<file path="src/rtl/debounce_pkg.sv">
// Shared state encoding and width helpers for the debounce bank.
package debounce_pkg;

   typedef logic [1:0] state_t;

   // Bit 1 of the encoding is the debounced level.
   localparam state_t STABLE_LO = 2'b00;
   localparam state_t WAIT_HI   = 2'b01;
   localparam state_t STABLE_HI = 2'b11;
   localparam state_t WAIT_LO   = 2'b10;

   // clog2 clamped to a minimum width of one bit.
   function automatic int unsigned width_of(input int unsigned n);
      return (n <= 1) ? 1 : $clog2(n);
   endfunction

endpackage

</file>
<file path="src/rtl/debounce_channel.sv">
// One debounce channel: input inversion, 2-flop synchroniser, stability FSM, edge pulses.
//
// state     | meaning
// STABLE_LO | accepted level 0, watching for s=1
// WAIT_HI   | s went high, counting ticks before accepting 1
// STABLE_HI | accepted level 1, watching for s=0
// WAIT_LO   | s went low, counting ticks before accepting 0
module debounce_channel
   import debounce_pkg::*;
#(
   parameter int unsigned STABLE_TICKS = 10,
   parameter bit          ACTIVE_LOW   = 1'b0
) (
   input  logic i_clock,
   input  logic i_reset,
   input  logic i_tick,
   input  logic i_switch,
   output logic o_signal,
   output logic o_rise,
   output logic o_fall
);

   localparam int unsigned   CW       = width_of(STABLE_TICKS + 1);
   localparam logic [CW-1:0] CNT_LAST = CW'(STABLE_TICKS - 1);

   logic          raw;
   logic          sync_q;
   logic          s_q;
   state_t        state_q;
   state_t        state_nxt;
   logic [CW-1:0] cnt_q;
   logic [CW-1:0] cnt_nxt;
   logic          rise_nxt;
   logic          fall_nxt;
   logic          rise_q;
   logic          fall_q;

   assign raw = i_switch ^ ACTIVE_LOW;

   always_ff @(posedge i_clock or posedge i_reset) begin
      if (i_reset) begin
         sync_q <= 1'b0;
         s_q    <= 1'b0;
      end else begin
         sync_q <= raw;
         s_q    <= sync_q;
      end
   end

   always_ff @(posedge i_clock or posedge i_reset) begin
      if (i_reset) begin
         state_q <= STABLE_LO;
         cnt_q   <= '0;
         rise_q  <= 1'b0;
         fall_q  <= 1'b0;
      end else begin
         state_q <= state_nxt;
         cnt_q   <= cnt_nxt;
         rise_q  <= rise_nxt;
         fall_q  <= fall_nxt;
      end
   end

   // A level mismatch on s always wins over an accepting tick.
   always_comb begin
      state_nxt = state_q;
      cnt_nxt   = cnt_q;
      case (state_q)
         STABLE_LO: begin
            if (s_q) begin
               state_nxt = WAIT_HI;
               cnt_nxt   = '0;
            end
         end
         WAIT_HI: begin
            if (!s_q) begin
               state_nxt = STABLE_LO;
            end else if (i_tick) begin
               if (cnt_q == CNT_LAST) state_nxt = STABLE_HI;
               else                   cnt_nxt   = cnt_q + CW'(1);
            end
         end
         STABLE_HI: begin
            if (!s_q) begin
               state_nxt = WAIT_LO;
               cnt_nxt   = '0;
            end
         end
         WAIT_LO: begin
            if (s_q) begin
               state_nxt = STABLE_HI;
            end else if (i_tick) begin
               if (cnt_q == CNT_LAST) state_nxt = STABLE_LO;
               else                   cnt_nxt   = cnt_q + CW'(1);
            end
         end
         default: begin
            state_nxt = STABLE_LO;
            cnt_nxt   = '0;
         end
      endcase
   end

   always_comb begin
      o_signal = (state_q == STABLE_HI) || (state_q == WAIT_LO);
      rise_nxt = (state_q == WAIT_HI) && (state_nxt == STABLE_HI);
      fall_nxt = (state_q == WAIT_LO) && (state_nxt == STABLE_LO);
   end

   assign o_rise = rise_q;
   assign o_fall = fall_q;

endmodule

</file>
<file path="src/rtl/debounce_bank.sv">
// Multi-channel switch debouncer sharing one tick prescaler across all channels.
module debounce_bank
   import debounce_pkg::*;
#(
   parameter int unsigned      NB_CH        = 6,
   parameter int unsigned      TICK_DIV     = 100000,
   parameter int unsigned      STABLE_TICKS = 10,
   parameter logic [NB_CH-1:0] ACTIVE_LOW   = {NB_CH{1'b0}}
) (
   input  logic             i_clock,
   input  logic             i_reset,
   input  logic [NB_CH-1:0] i_switch,
   output logic [NB_CH-1:0] o_signal,
   output logic [NB_CH-1:0] o_rise,
   output logic [NB_CH-1:0] o_fall,
   output logic             o_tick
);

   localparam int unsigned   PW       = width_of(TICK_DIV);
   localparam logic [PW-1:0] DIV_LAST = PW'(TICK_DIV - 1);

   logic [PW-1:0] div_q;
   logic [PW-1:0] div_nxt;
   logic          tick_q;

   always_comb begin
      div_nxt = (div_q == DIV_LAST) ? '0 : div_q + PW'(1);
   end

   // tick_q tracks div_q == DIV_LAST but stays low while in reset.
   always_ff @(posedge i_clock or posedge i_reset) begin
      if (i_reset) begin
         div_q  <= '0;
         tick_q <= 1'b0;
      end else begin
         div_q  <= div_nxt;
         tick_q <= (div_nxt == DIV_LAST);
      end
   end

   assign o_tick = tick_q;

   for (genvar i = 0; i < NB_CH; i++) begin : g_ch
      debounce_channel #(
         .STABLE_TICKS (STABLE_TICKS),
         .ACTIVE_LOW   (ACTIVE_LOW[i])
      ) u_ch (
         .i_clock  (i_clock),
         .i_reset  (i_reset),
         .i_tick   (tick_q),
         .i_switch (i_switch[i]),
         .o_signal (o_signal[i]),
         .o_rise   (o_rise[i]),
         .o_fall   (o_fall[i])
      );
   end

endmodule

</file>
<file path="config.mk">
export PLATFORM = sky130hd
export DESIGN_NAME = debounce_bank
export DESIGN_NICKNAME = d
export VERILOG_FILES = /design/src/rtl/debounce_pkg.sv /design/src/rtl/debounce_channel.sv /design/src/rtl/debounce_bank.sv
export SDC_FILE = /design/constraint.sdc
export NUM_CORES = 1
export LEC_CHECK = 0
export CORE_AREA = 2 2 132 121
export CTS_CLUSTER_SIZE = 28
export DETAILED_ROUTE_END_ITERATION = 8
export DIE_AREA = 0 0 134 123
export GPL_TIMING_DRIVEN = 0
export PLACE_DENSITY = 0.46
export SYNTH_ARGS = -nofsm -noshare
export SYNTH_HDL_FRONTEND = slang
export SYNTH_SLANG_ARGS = --single-unit
</file>
<file path="constraint.sdc">
create_clock -name i_clock -period 3.05 [get_ports i_clock]
set_input_delay 0.915 -clock i_clock [delete_from_list [all_inputs] [get_ports i_clock]]
set_output_delay 0.915 -clock i_clock [all_outputs]
set_load 0.03 [all_outputs]
</file>
==> impl_metrics.json <==
{
  "drt-initial-drc-count": 118,
  "final_nets": 543,
  "top_layer": "met4",
  "synth-edff-count": 0,
  "swShare": 0.306,
  "cap_viol_max_count": 0,
  "p_sw_mw": 0.921,
  "met2_length_um": 3880,
  "path_class": "reg -> out",
  "post_cts_buffers": 0,
  "cp.arrival_ns": 1.93,
  "port_buffers": 26,
  "slew_violations": 0,
  "endpoint": "o_signal[0]",
  "worst_setup_path_start_kind": "flip-flop",
  "crit_start": "g_ch[0].u_ch.state_q[0]",
  "fmax_ghz": 0.351,
  "area_growth_pct": 19.0,
  "grtUsageTotal": 0.114,
  "fin_tns_setup_ns": 0,
  "reg2reg_to": "div_q[10]",
  "tritoncts": "built",
  "worst-slew-pin-transition_ns": 0.511,
  "grt_setup_unrepaired": "no",
  "critPathMaxFanout": 7,
  "final.period_utilization": 0.934,
  "syn-cell-area_mm2": 0.00447,
  "ys_top_cells_by_area": "dfrtp_1 (44%), ha_1 (10%), nor2_1 (4.3%)",
  "powerDensity_mw_per_mm2": 565,
  "start_util": 0.296,
  "hold_viol": 0,
  "finalSetupViolCount": 0,
  "synth_seq_area_share": 0.436,
  "wirelength_um": 8420,
  "antenna_found_initial": 0,
  "async_reset_ff_frac": 1.00,
  "slew-limit-headroom": 0.659,
  "path_clk_slew_ns": 0.06,
  "vias_per_cell": 4.71,
  "numCtsBuffers": 9,
  "vdd.ir_drop.worst_v": 0.000248,
  "p_int_mw": 2.08,
  "avgSynthCellArea_um2": 9.73,
  "regToRegStartpoint": "div_q[0]",
  "dr.pass1.iters": 4,
  "final_common_cell": "dfrtp_1",
  "postRouteAntennaNets": 0,
  "place_congestion": 0.774,
  "synth_cell_types": 58,
  "leakage_nw": 2.50,
  "grt_start_max_net_pins": 61,
  "cts_sinks": 78,
  "drc": 0,
  "status": "finished, final reports clean",
  "die_area_mm2": 0.0165,
  "num_rows": 43,
  "grt-ovfl-total": 0,
  "synth_top_cell_by_area": "dfrtp_1",
  "yosys_warnings": 0,
  "cts.htree.levels": 3,
  "ys_dominant_reg_cell": "dfrtp_1",
  "grt_pass1_wl_um": 15000,
  "clk_latency_ns": 0.34,
  "core_mm2": 0.0151,
  "dp_worst_setup_slack_ns": 0.337,
  "vias": 3322,
  "drt-met1-wl_um": 4160,
  "clock-skew-final_ns": 0.00547,
  "layout_common_cells": "dfrtp_1 (78), nor2_1 (51), ha_1 (37), nand2_1 (34), inv_1 (33)",
  "synth-seq-cells": 78,
  "cp.required_ns": 2.13,
  "netlist_instances": 460,
  "setup_ws_ns": 0.201,
  "fill_cells": 1519,
  "r2r_cells": 6,
  "synth.top_cell.area_share": 0.436,
  "p_comb_frac": 0.245,
  "pwr-share-seq": 0.391,
  "fp.dieW_um": 134,
  "route.met3.wl_um": 263,
  "p_total_mw": 3.01,
  "grt_pass1_vias": 3271,
  "io_pins": 27,
  "min_period_ns": 2.85,
  "pwr-share-clk": 0.364,
  "place_hpwl_um": 5800,
  "dieHeight_um": 123,
  "cts.path.max_buffers": 2,
  "min_path_type": "reg -> reg",
  "root_buffer": "clkbuf_16",
  "wire_per_inst_um": 11.9,
  "final_util": 0.352,
  "synthesis.nets": 505,
  "drive_gt1_frac": 0.0934,
  "reg2reg_setup_slack_ns": 0.89,
  "antennaDiodeCount": 0,
  "hold_buffers": 0,
  "worstSetupEndpointType": "output port"
}
kinds of logic after synthesis:
group | Yosys count | synth area share
and+or+nand+nor | 177 | 0.204
adders and majority gates | 37 | 0.103
DFF | 78 | 0.436
AOI/OAI and AO/OA | 77 | 0.124
muxes | 1 | 0.00224
buffers and inverters | 59 | 0.0693
xor gates and xnor gates | 31 | 0.0607
sequential cells by signal (all words and copies together) (netlist names):
register / flops
o_tick: 1
g_ch.u_ch.cnt_q: 24
g_ch.u_ch.s_q: 6
div_q: 17
g_ch.u_ch.o_fall: 6
g_ch.u_ch.sync_q: 6
g_ch.u_ch.state_q: 12
g_ch.u_ch.o_rise: 6
power by group through the flow:
stage               Sequential, mW  Combinational [mW]  Clock [mW]
floorplan                     1.17               0.579           0
global placement              1.19               0.734           0
detailed placement            1.19               0.750           0
CTS                           1.17               0.743        1.14
global route                  1.19               0.840        1.18
finish                        1.18               0.737        1.09
how the worst min path moves through the flow:
stage,from,slack (ns),cells after the start,endpoint
after floorplan,g_ch[0].u_ch.sync_q,0.33,0,g_ch[0].u_ch.s_q
after global placement,g_ch[3].u_ch.sync_q,0.33,0,g_ch[3].u_ch.s_q
after detailed placement,g_ch[4].u_ch.sync_q,0.34,0,g_ch[4].u_ch.s_q
after CTS,g_ch[3].u_ch.sync_q,0.35,0,g_ch[3].u_ch.s_q
after global routing,g_ch[3].u_ch.sync_q,0.36,0,g_ch[3].u_ch.s_q
final,g_ch[4].u_ch.sync_q,0.34,0,g_ch[4].u_ch.s_q
layout make-up:
cell class              instances  area (um^2)  share of cell area
multi-input cells             323         2210               0.416
flip-flops and latches         78         1950               0.367
repair buffers                 27          292              0.0548
clock buffers                  13          260              0.0489
well taps                     202          253              0.0475
plain buffers                  25          183              0.0343
inverters                      34          130              0.0244
clock inverters                 3         42.5             0.00799
Yosys cell counts, drive strengths merged (3+ instances only):
cell    instances
nor2           51
nand4b          4
a22o            4
a211o           3
and4b           5
inv            34
nor3           20
o31ai           3
or2             3
xor2           16
nor3b           8
nand2          34
a21oi          14
and3           10
o221a           4
a31oi           7
clkbuf          3
nand4          12
buf            22
nand3          11
nand2b          4
ha             37
o21ai          12
a21o            4
nand3b          5
xnor2          15
dfrtp          78
o21ba           3
stage by stage:
stage / hold slack (ns) / instances / cell area, um^2
2_1_floorplan: 0.331 / 460 / 4470
3_3_place_gp: 0.332 / 688 / 4990
3_5_place_dp: 0.336 / 689 / 5020
4_1_cts: 0.350 / 705 / 5320
5_1_grt: 0.364 / 705 / 5320
6_report: 0.344 / 705 / 5320
metal layers:
metal,up-vias,global-route usage
met3,8,0.0390
met5,-,0
li1,1667,-
met2,46,0.182
met4,0,0.0452
met1,1601,0.143
worst max-delay path, cell delays in order, from the launching register on:
cell and delay [ns]:
dfrtp_1 0.44, inv_1 0.09, ha_1 0.28, or2_2 0.32, buf_4 0.13, dlygate4sd2_1 0.34
repair_timing:
action,CTS,global route
endpoints found under the setup margin,3,3
pin swaps,0,0
gates resized for setup,3,3
Power figures use the tool's default switching activity.
